===== config.mk =====
export PLATFORM = sky130hd
export DESIGN_NAME = twophase_share_arbiter
export DESIGN_NICKNAME = d
export VERILOG_FILES = /design/src/rtl/twophase_arb_pkg.sv /design/src/rtl/twophase_share_arbiter_rr_pick.sv /design/src/rtl/twophase_share_arbiter.sv
export SDC_FILE = /design/constraint.sdc
export NUM_CORES = 1
export LEC_CHECK = 0
export CORE_ASPECT_RATIO = 1.25
export CORE_MARGIN = 5
export CORE_UTILIZATION = 40
export CTS_BUF_LIST = sky130_fd_sc_hd__clkbuf_16
export CTS_CLUSTER_DIAMETER = 100
export DETAILED_ROUTE_END_ITERATION = 8
export PLACE_DENSITY = 0.88
export SLEW_MARGIN = 25
export SYNTH_ARGS = -nofsm -noshare
export SYNTH_HDL_FRONTEND = slang
export SYNTH_SLANG_ARGS = --single-unit

===== constraint.sdc =====
create_clock -name clk -period 2 [get_ports clk]
set_input_delay 0.5 -clock clk [delete_from_list [all_inputs] [get_ports clk]]
set_output_delay 0.5 -clock clk [all_outputs]
set_load 0.005 [all_outputs]

===== src/rtl/twophase_arb_pkg.sv =====
// Shared types and helpers for the two-phase round-robin share arbiter.
package twophase_arb_pkg;

    typedef enum logic [1:0] {
        IDLE   = 2'd0,
        ISSUE  = 2'd1,
        WAIT   = 2'd2,
        RETURN = 2'd3
    } arb_state_t;

    // Grant-index width; a single requester still needs one bit.
    function automatic int idw_of(input int n_req);
        return (n_req <= 2) ? 1 : $clog2(n_req);
    endfunction

endpackage


===== src/rtl/twophase_share_arbiter_rr_pick.sv =====
// Combinational round-robin selector: first pending index after last_grant, modulo N_REQ.
module rr_pick
    import twophase_arb_pkg::*;
#(
    parameter int N_REQ = 2,
    parameter int IDW   = idw_of(N_REQ)
) (
    input  logic [N_REQ-1:0] pend,
    input  logic [IDW-1:0]   last_grant,
    output logic             any,
    output logic [IDW-1:0]   winner
);

    assign any = |pend;

    // Scan farthest-first so the nearest pending channel after last_grant overwrites.
    always_comb begin
        winner = '0;
        for (int k = N_REQ; k >= 1; k--) begin
            if (pend[(int'(last_grant) + k) % N_REQ]) begin
                winner = IDW'((int'(last_grant) + k) % N_REQ);
            end
        end
    end

endmodule


===== src/rtl/twophase_share_arbiter.sv =====
// Shares one two-phase resource channel between N_REQ two-phase requesters, round-robin.
// Define ARB_SYNC_EN to add 2-flop synchronizers on a_req and b_ack.
module twophase_share_arbiter
    import twophase_arb_pkg::*;
#(
    parameter int WIDTH = 12,
    parameter int N_REQ = 2,
    parameter int IDW   = idw_of(N_REQ)
) (
    input  logic                   clk,
    input  logic                   reset,
    input  logic [N_REQ-1:0]       a_req,
    input  logic [N_REQ*WIDTH-1:0] a_data,
    output logic [N_REQ-1:0]       a_ack,
    output logic                   b_req,
    output logic [WIDTH-1:0]       b_data,
    output logic [IDW-1:0]         b_sel,
    input  logic                   b_ack,
    output logic                   busy
);

    arb_state_t         state;
    logic [IDW-1:0]     last_grant;
    logic [N_REQ-1:0]   a_req_s;
    logic               b_ack_s;
    logic [N_REQ-1:0]   pend;
    logic               any;
    logic [IDW-1:0]     winner;
    logic [WIDTH-1:0]   ch_data [N_REQ];

`ifdef ARB_SYNC_EN
    logic [N_REQ-1:0]   a_req_m;
    logic               b_ack_m;

    always_ff @(posedge clk or negedge reset) begin
        if (!reset) begin
            a_req_m <= '0;
            a_req_s <= '0;
            b_ack_m <= 1'b0;
            b_ack_s <= 1'b0;
        end else begin
            a_req_m <= a_req;
            a_req_s <= a_req_m;
            b_ack_m <= b_ack;
            b_ack_s <= b_ack_m;
        end
    end
`else
    assign a_req_s = a_req;
    assign b_ack_s = b_ack;
`endif

    generate
        for (genvar gi = 0; gi < N_REQ; gi++) begin : g_chan
            assign ch_data[gi] = a_data[gi*WIDTH +: WIDTH];
        end
    endgenerate

    // A channel is pending while its request toggle differs from our ack toggle.
    assign pend = a_req_s ^ a_ack;

    rr_pick #(
        .N_REQ (N_REQ),
        .IDW   (IDW)
    ) u_rr_pick (
        .pend       (pend),
        .last_grant (last_grant),
        .any        (any),
        .winner     (winner)
    );

    always_ff @(posedge clk or negedge reset) begin
        if (!reset) begin
            state      <= IDLE;
            a_ack      <= '0;
            b_req      <= 1'b0;
            b_data     <= '0;
            b_sel      <= '0;
            busy       <= 1'b0;
            last_grant <= IDW'(N_REQ - 1);
        end else begin
            case (state)
                IDLE: begin
                    if (any) begin
                        b_data <= ch_data[winner];
                        b_sel  <= winner;
                        busy   <= 1'b1;
                        state  <= ISSUE;
                    end
                end
                // Data was latched a cycle earlier, giving bundled-data setup before the toggle.
                ISSUE: begin
                    b_req <= ~b_req;
                    state <= WAIT;
                end
                WAIT: begin
                    if (b_ack_s == b_req) begin
                        state <= RETURN;
                    end
                end
                RETURN: begin
                    a_ack[b_sel] <= ~a_ack[b_sel];
                    last_grant   <= b_sel;
                    busy         <= 1'b0;
                    state        <= IDLE;
                end
                default: state <= IDLE;
            endcase
        end
    end

endmodule


==> metrics, run 1 <==
clock share of power around 20%; Hold Vio Cnt, Final 0; CTS sink cnt 20; largest family of logic cells by synthesized area multiplexers; Syn. warnings 0; Power Density 1650 nW/µm²; H-tree depth 1; Clock Pin Slew Worst Setup and Hold Paths 0.06 ns; Die Ht 65.7 µm; drt first pass iters 4; synthesized-area fraction occupied by and/or/nand/nor cells under 10%; Psw 0.869 mW; leakage between 0.7 and 0.8 nW; Setup CP Type primary input to flop; Max Freq 0.550 GHz; share of post-route cells with drive strength above 1 between 10% and 20%; routed wire length per instance ~15 µm; Slowest-stage cell, CP clkdlybuf4s50_1; global placer's final weighted congestion roughly 0.75; number of port buffers 45; setup TNS 0 ns; Tcrit/Tclk final between 90% and 100%; global-route wire length before repair 4170 µm; critical path, cell by cell clkdlybuf4s50_1 > xor2_2 > a21boi_4 > buf_4 > mux2i_1 > a21oi_1; Post-CTS Resized 0; CTS Hold Bufs 0; Residual DRC 0; mux contribution to synthesized area ~14%; DRT iter0 DRCs 9; Die Area 3580 µm²; Rows 20; crit path launch type primary input; Synth Register Bits 20; post-synthesis adder-cell area fraction 6.31%; initial antenna violation count 0; nature of the critical path endpoint flop; CTS tree built; Flop pwr share between 20% and 30%; Die Span X between 50 and 60 µm; most frequent cells in the layout clkdlybuf4s50_1 (45), dfrtp_1 (19), a21oi_1 (14); Combinational Power Share around half; sequential fraction of the synthesis area between 50 and 60%; max incr delay on CP a little over 0.5 ns; final-report setup violation count 0; Core Area 2400 µm²; Starting Density about two fifths; Final Util approximately two thirds; placed wire-length estimate about 2100 µm; Post-Syn Area per Cell approximately 11 µm²; Post-Syn Area approximately 990 µm²; clock latency at the later pin of the worst-skew pair between 0.2 and 0.3 ns; CTS root buffer clkbuf_16; TritonCTS buffer count 3; Synth Area in XOR/XNOR between 6 and 7%; Bufs on Longest Clock Path 2; Final ANT Viol Nets 0; vias in the first global route a little under 900; total number of vias 838; fin. max-slew vios 0; largest net degree at the start of global routing 16; GRT overflow 0; critical path fanouts, max 6; Post-Synthesis Cells just under 90; syn nets 122; count of cell types in the netlist 21; RSZ-0062 raised after global routing no; # IOs 46; Layout Skew between 0.002 and 0.003 ns; Overall Global Routing Usage approximately 16%; Switching Fraction between 30% and 40%; compound-cell area share of the yosys netlist 11.2%; Antenna Cells 0; area grow syn2layout 63.1%; worst slew pin tran between 0.3 and 0.4 ns; internal power between 1.5 and 2 mW; Layout Nets about 180; most common cell after layout, fill and taps aside clkdlybuf4s50_1; minimum clock period between 1.5 and 2 ns; Peak VDD IR between 0.9 and 1 mV; CP arrival between 1.5 and 2 ns; number of vias per cell 4.82; Routed WL about 2700 µm; Hold Crit Class primary input to asynchronous set/reset pin; Post-CTS Setup Bufs 0; Rel. slew slack 76.2%; status finished, final reports clean; CP required between 2 and 2.5 ns; Max Cap Viol 0
## flip-flops by register name, indices dropped and copies added (netlist names)
name        flops
last_grant      1
state           2
b_req           1
a_ack           2
b_sel           1
busy            1
b_data         12
## cell type report
cell class	count	area, µm²
Clock buffer	3	75.1
Clock inverter	1	30.0
Fill cell	184	785
Inverter	5	18.8
Multi-Input combinational cell	59	440
Sequential cell	20	502
Tap cell	33	41.3
Timing Repair Buffer	53	510
## stage by stage
stage                     setup WS [ns]  hold slack [ns]  cell area, µm²  power (mW)  std cells
after floorplan                   0.469            0.204             992        1.49         88
after global placement          -0.0149            0.498            1510        2.04        170
after detailed placement        -0.0542            0.511            1510        2.12        170
after CTS                         0.173            0.500            1620        2.69        174
after global routing             0.0753            0.517            1620        2.85        174
final                             0.182            0.491            1620        2.66        174
## per-layer routing
metal | track usage [%] | vias to the layer above | routed length [µm]
met1 | 18.2 | 405 | 997
met2 | 29.6 | 26 | 1470
li1 | - | 398 | -
met4 | 5.92 | 0 | 65
met3 | 2.72 | 9 | 125
met5 | 0 | - | 0
## power groups by stage
stage          Sequential, mW  Clock [mW]  Combinational (mW)
2_1_floorplan           0.779           0               0.715
3_3_place_gp            0.769           0                1.27
3_5_place_dp            0.777           0                1.34
4_1_cts                 0.776       0.548                1.36
5_1_grt                 0.806       0.569                1.47
6_report                0.776       0.544                1.34
## cell families (layout without fill, tap and decap cells)
family          count (synthesis)  count (layout)
compound gates                 18              18
xor+xnor                        6               6
fa+ha+maj                       5               5
buf+inv                         9              62
flops                          20              20
mux                            14              14
simple gates                   16              16
## critical path: cells and delay by family
family,cells,cell delay (ns)
buf+inv,2,0.70
xor+xnor,1,0.19
mux,1,0.22
compound gates,2,0.32
## path summary, 6_finish.rpt
kind                            startpoint    endpoint  depth (start not counted)  slack (ns)
worst min-delay path                 reset   b_data[7]                          1        0.49
worst max-delay path              a_req[1]   b_data[8]                          6        0.18
max in group asynchronous            reset  last_grant                          2        0.95
worst min register to register    a_ack[0]    a_ack[0]                          1        0.52
worst max register to register    state[0]    state[1]                          6        0.38
min in group clk                  a_ack[0]    a_ack[0]                          1        0.52
## cells in the mapped netlist
| cell type | number | share of area [%] |
|---|---|---|
| buf_4 | 2 | 1.5 |
| nand2b_1 | 1 | 0.63 |
| nor2_1 | 13 | 4.9 |
| inv_1 | 5 | 1.9 |
| buf_6 | 1 | 1.1 |
| mux2i_1 | 12 | 12 |
| xor2_1 | 3 | 2.6 |
| o21a_1 | 1 | 0.76 |
| nand2_1 | 1 | 0.38 |
| ha_1 | 5 | 6.3 |
| o32a_1 | 1 | 1.0 |
| o21ai_0 | 1 | 0.50 |
| buf_2 | 1 | 0.50 |
| xor2_2 | 1 | 1.6 |
| dfstp_2 | 1 | 2.6 |
| nor3_1 | 1 | 0.50 |
| a21boi_4 | 1 | 1.9 |
| a21oi_1 | 14 | 7.1 |
| mux2_2 | 2 | 2.3 |
| xnor2_1 | 2 | 1.8 |
| dfrtp_1 | 19 | 48 |
(Power assumes the default switching activity.)
==> run 2, diff against run 1 <==
--- a/config.mk
+++ b/config.mk
@@ -12,6 +12,8 @@
 export CTS_CLUSTER_DIAMETER = 100
 export DETAILED_ROUTE_END_ITERATION = 8
 export PLACE_DENSITY = 0.88
+export REMOVE_ABC_BUFFERS = 1
+export SETUP_SLACK_MARGIN = 0.3
 export SLEW_MARGIN = 25
 export SYNTH_ARGS = -nofsm -noshare
 export SYNTH_HDL_FRONTEND = slang
==> run 2 against run 1 <==
Combinational power is 6% higher. Core utilization is 1.6 points higher. Critical path depth is 5 lower. Largest cell class unchanged. Highest routed layer unchanged.
==> metrics, run 2 (same netlist as run 1, synthesis figures left out) <==
Setup CP Type flop to output pin; crit path launch type flop; Final ANT Viol Nets 0 (unchanged); Max Cap Viol 0 (unchanged); global-route wire length before repair 3860 µm (-7.4%); largest net degree at the start of global routing 21 (+5); # IOs 46 (unchanged); H-tree depth 1 (unchanged); RSZ-0062 raised after global routing no; Layout Skew 0.00168 ns (-0.00102 ns); fin. max-slew vios 0 (unchanged); max reg flops 12 (unchanged); final-report setup violation count 0 (unchanged); Die Span X 54.5 µm (unchanged); Clock Pin Slew Worst Setup and Hold Paths 0.05 ns (about the same); CTS Hold Bufs 0 (unchanged); nature of the critical path endpoint output pin; Setup crit start b_req; status finished, final reports clean; most common cell after layout, fill and taps aside clkdlybuf4s50_1; CTS sink cnt 20 (unchanged); CTS tree built; critical path fanouts, max 3 (-3); reg2reg start state[0]; fillers 177 (-3.8%); clock latency at the later pin of the worst-skew pair 0.25 ns (about the same); Starting Density 41.3% (unchanged); Worst Hold Depth 1; Worst Path Buf+Inv 1 (-1); total number of vias 819 (-2.3%); Die Ht 65.7 µm (unchanged); Reg2Reg Depth 6 (unchanged); area grow syn2layout 67.0%; leakage 0.729 nW (+3.2%); setup TNS 0 ns (unchanged); Rel. slew slack 81.2% (+4.9 points); Layout Nets 179 (+1.7%); Residual DRC 0 (unchanged); number of port buffers 45 (unchanged); Power Density 1650 nW/µm² (about the same); GRT overflow 0 (unchanged); worst hold start b_req; Die Area 3580 µm² (unchanged); CP required 1.50 ns (-0.63 ns); Bufs on Longest Clock Path 2 (unchanged); critical path, cell by cell clkdlybuf4s50_1; Hold Crit Class flop to flop; TritonCTS buffer count 3 (unchanged); Top Registers b_data x12, a_ack x2, state x2; Rows 20 (unchanged); drt first pass iters 6 (+2); Peak VDD IR 0.905 mV (-1.5%); Max Freq 0.599 GHz (+8.9%); vias in the first global route 848 (-4.2%); DRT iter0 DRCs 17 (+8); Tcrit/Tclk final 83.5% (-7.4 points); Core Area 2400 µm² (unchanged); critical path depth 1 (-5); Largest Register b_data; Routed WL 2440 µm (-8.4%); placed wire-length estimate 1840 µm (-12%); share of post-route cells with drive strength above 1 14.6% (+2.5 points); area of the multi-input gates 448 µm² (+1.7%); Slowest-stage cell, CP clkdlybuf4s50_1; max incr delay on CP 0.52 ns (about the same); CTS root buffer clkbuf_16; number of vias per cell 4.63 (-3.9%); worst slew pin tran 0.280 ns (-0.0733 ns); CP arrival 1.17 ns (-0.78 ns); global placer's final weighted congestion 0.727 (-3.2%); Reg area 502 µm² (unchanged); Antenna Cells 0 (unchanged); Hold Vio Cnt, Final 0 (unchanged); routed wire length per instance 13.8 µm (-9.9%); critical path's top delay family buffers and inverters; Overall Global Routing Usage 14.8% (-1.5 points); initial antenna violation count 0 (unchanged); most frequent cells in the layout clkdlybuf4s50_1 (43), dfrtp_1 (19), a21oi_1 (14); minimum clock period 1.67 ns (-0.149 ns); Final Util 69.0% (+1.6 points)
==> run 2: cell types whose count changed in the layout (fill, tap and decap cells not counted), sizes merged <==
| cell | change |
|---|---|
| buf | +3 |
| dlygate4sd2 | +2 |
| clkdlybuf4s50 | -2 |
==> run 2: path summary, 6_finish.rpt <==
check,end,slack (ns)
min in group asynchronous,b_data[2],0.58
min reg2reg,b_req,0.52
max reg2reg,state[1],0.43
max in group asynchronous,last_grant,1.15
min,b_req,0.52
max,b_req,0.33
==> run 2: repair_timing <==
item,CTS,global route
pin swaps,3,0
resized for setup,6,0
setup endpoints to repair,15,2
setup buffers,1,2
gates cloned,0,0
==> run 2: metal layers <==
metal,GRT usage (%),wire length [µm]
met2,25.7,1330
met4,4.67,12
met5,0,0
met3,3.63,151
met1,17.1,946
==> run 2: through the flow <==
step | power, mW | std cells | instance area (µm²) | setup WS, ns | hold slack (ns)
3_3_place_gp | 2.03 | 170 | 1510 | 0.0397 | 0.498
5_1_grt | 2.93 | 177 | 1660 | 0.301 | 0.539
2_1_floorplan | 1.43 | 84 | 961 | 0.144 | 0.204
6_report | 2.73 | 177 | 1660 | 0.331 | 0.517
3_5_place_dp | 2.10 | 170 | 1510 | -0.0109 | 0.507
4_1_cts | 2.73 | 175 | 1640 | 0.315 | 0.515
==> run 2: power by group <==
part	total [mW]	switching (mW)	leakage (nW)	internal, mW
logic	1.42	0.579	0.453	0.844
registers	0.762	0.136	0.225	0.626
clock network	0.542	0.145	0.0511	0.397
total	2.73	0.861	0.729	1.87
==> run 2: area by class of cell <==
type                       count  area share [%]
clock inverter                 1            1.81
inverter                       5            1.13
multi-input combinational     59            27.0
clock buffer                   3            4.53
tap                           33            2.49
sequential                    20            30.3
timing repair buffer          56            32.7
==> run 3, diff against run 2 <==
==> constraint.sdc (replaced) <==
create_clock -name clk -period 1.7 [get_ports clk]
set_input_delay 0.425 -clock clk [delete_from_list [all_inputs] [get_ports clk]]
set_output_delay 0.425 -clock clk [all_outputs]
set_load 0.005 [all_outputs]
==> run 3 against run 2 <==
Critical path depth up 5. Sequential share of layout area down 1.3 points. Global-route usage up 3.1 points. Non-clock buffer count up 7. Final area up 4.5%. Via count up 3.1%. Cell count up 4.0%. Power up 24%. Sequential power up 17%.
==> metrics, run 3 (same netlist as run 1, synthesis figures left out) <==
status finished, final reports clean; Die Ht 65.7 µm (unchanged); CTS root buffer clkbuf_16; CP arrival 1.69 ns (+0.52 ns); Cell Count, Final, Fillers Out 184 (+4.0%); DRT iter0 DRCs 4 (-13); Reg2Reg Depth 6 (unchanged); share of post-route cells with drive strength above 1 23.2% (+8.6 points); Starting Density 41.3% (unchanged); Hold Crit Class primary input to asynchronous set/reset pin; Layout Skew 0.00251 ns (+0.000832 ns); dpl cells 170 (unchanged); crit path launch type flop; GRT overflow 0 (unchanged); Routed WL 3000 µm (+23%); Max Freq around 0.64 GHz; Setup crit start a_ack[0]; final-report setup violation count 0 (unchanged); most common cell after layout, fill and taps aside clkdlybuf4s50_1; worst slew pin tran 0.254 ns (-0.0260 ns); Largest Register b_data; total number of vias 844 (+3.1%); routed wire length per instance 16.3 µm (+18%); clock latency at the later pin of the worst-skew pair 0.25 ns (about the same); Antenna Cells 0 (unchanged); Rows 20 (unchanged); global-route wire length before repair 4500 µm (+16%); largest net degree at the start of global routing 21 (unchanged); Power Density 1960 nW/µm² (+19%); Final ANT Viol Nets 0 (unchanged); Clock Pin Slew Worst Setup and Hold Paths 0.06 ns (about the same); Setup CP Type flop to flop; Hold Vio Cnt, Final 0 (unchanged); reg2reg start a_ack[0]; Layout Nets 186 (+3.9%); placed wire-length estimate 1830 µm (-0.41%); # IOs 46 (unchanged); number of vias per cell 4.59 (-0.87%); CP required 1.84 ns (+0.34 ns); reg2reg end b_data[7]; area grow syn2layout 74.4%; Max Cap Viol 0 (unchanged); Rel. slew slack 83.0% (+1.9 points); H-tree depth 1 (unchanged); CTS tree built; Overall Global Routing Usage 17.8% (+3.1 points); Residual DRC 0 (unchanged); nature of the critical path endpoint flop; drt first pass iters 4 (-2); Die Area 3580 µm² (unchanged); Core Area 2400 µm² (unchanged); RSZ-0062 raised after global routing yes; minimum clock period about 1.6 ns; Tcrit/Tclk final about 92%; Die Span X 54.5 µm (unchanged); Peak VDD IR 0.914 mV (+0.96%); DP Area 1510 µm² (unchanged); Bufs on Longest Clock Path 2 (unchanged); number of port buffers 45 (unchanged); TritonCTS buffer count 3 (unchanged); Final Cell Area 1730 µm² (+4.5%); fin. max-slew vios 0 (unchanged); reg2reg setup slack 0.14 ns (-0.29 ns); leakage 0.780 nW (+7.1%); CTS sink cnt 20 (unchanged); fillers 170 (-4.0%); vias in the first global route 971 (+15%); max reg flops 12 (unchanged); most frequent cells in the layout clkdlybuf4s50_1 (26), dfrtp_1 (19), dlygate4sd2_1 (19); global placer's final weighted congestion 0.727 (about the same); critical path fanouts, max 5 (+2); Top Registers b_data x12, a_ack x2, state x2; initial antenna violation count 0 (unchanged)
[run 3: changes by cell type in the layout (fill, tap and decap cells not counted), moves of 2 or more]
cell and delta:
buf_6 +2, clkdlybuf4s50_1 -17, inv_2 +2, buf_4 +4, dlygate4sd2_1 +17, inv_1 -2
[run 3: repair_timing]
action / CTS / global route
resized for setup: 30 / 4
hold buffers: 0 / 0
pin swaps: 5 / 9
setup endpoints to repair: 33 / 16
cloned: 1 / 0
hold endpoints to repair: 0 / 0
buffers inserted: 8 / 1
[run 3: power by group]
part / internal [mW] / total (mW) / switching (mW)
registers: 0.736 / 0.893 / 0.157
clock network: 0.467 / 0.643 / 0.176
logic: 1.01 / 1.86 / 0.844
total: 2.21 / 3.39 / 1.18
[run 3: worst max-delay path: stages (launching register included)]
cell and delay [ns]:
dfrtp_1 0.43, xor2_2 0.21, buf_4 0.17, a21boi_4 0.18, buf_6 0.16, mux2i_1 0.21, a21oi_1 0.08
[run 3: area by class of cell]
type	instances	area [µm²]	area share [%]
Clock buffer	3	75.1	4.34
Clock inverter	1	30.0	1.74
Inverter	5	18.8	1.08
Multi-Input combinational cell	59	485	28.1
Sequential cell	20	502	29.0
Tap cell	33	41.3	2.39
Timing Repair Buffer	63	578	33.4
[run 3: worst max-delay path by stage]
| stage | slack, ns | to | cells after the start |
|---|---|---|---|
| 6_report | 0.14 | b_data[7] | 6 |
| 4_1_cts | 0.16 | b_data[7] | 6 |
| 3_3_place_gp | -0.19 | b_data[4] | 6 |
| 5_1_grt | 0.07 | b_data[3] | 6 |
| 3_5_place_dp | -0.24 | b_data[8] | 6 |
| 2_1_floorplan | -0.09 | b_sel | 3 |
[run 3: routing by layer]
layer / track usage [%] / wire (µm) / vias up
met5: 0 / 0 / -
met4: 5.61 / 40 / 0
met3: 4.76 / 164 / 5
met2: 32.5 / 1680 / 26
met1: 19.1 / 1110 / 394
li1: - / - / 419
[run 3: metrics by stage]
step           util (%)  power (mW)  worst slack, ns  TNS, ns  hold slack, ns
2_1_floorplan         -        1.68          -0.0879  -0.0879           0.129
3_3_place_gp       63.0        2.39           -0.185    -2.71           0.498
3_5_place_dp       63.0        2.47           -0.243    -3.33           0.513
4_1_cts            70.9        3.29            0.161        0           0.526
5_1_grt            72.0        3.61           0.0674        0           0.543
6_report           72.0        3.39            0.143        0           0.514
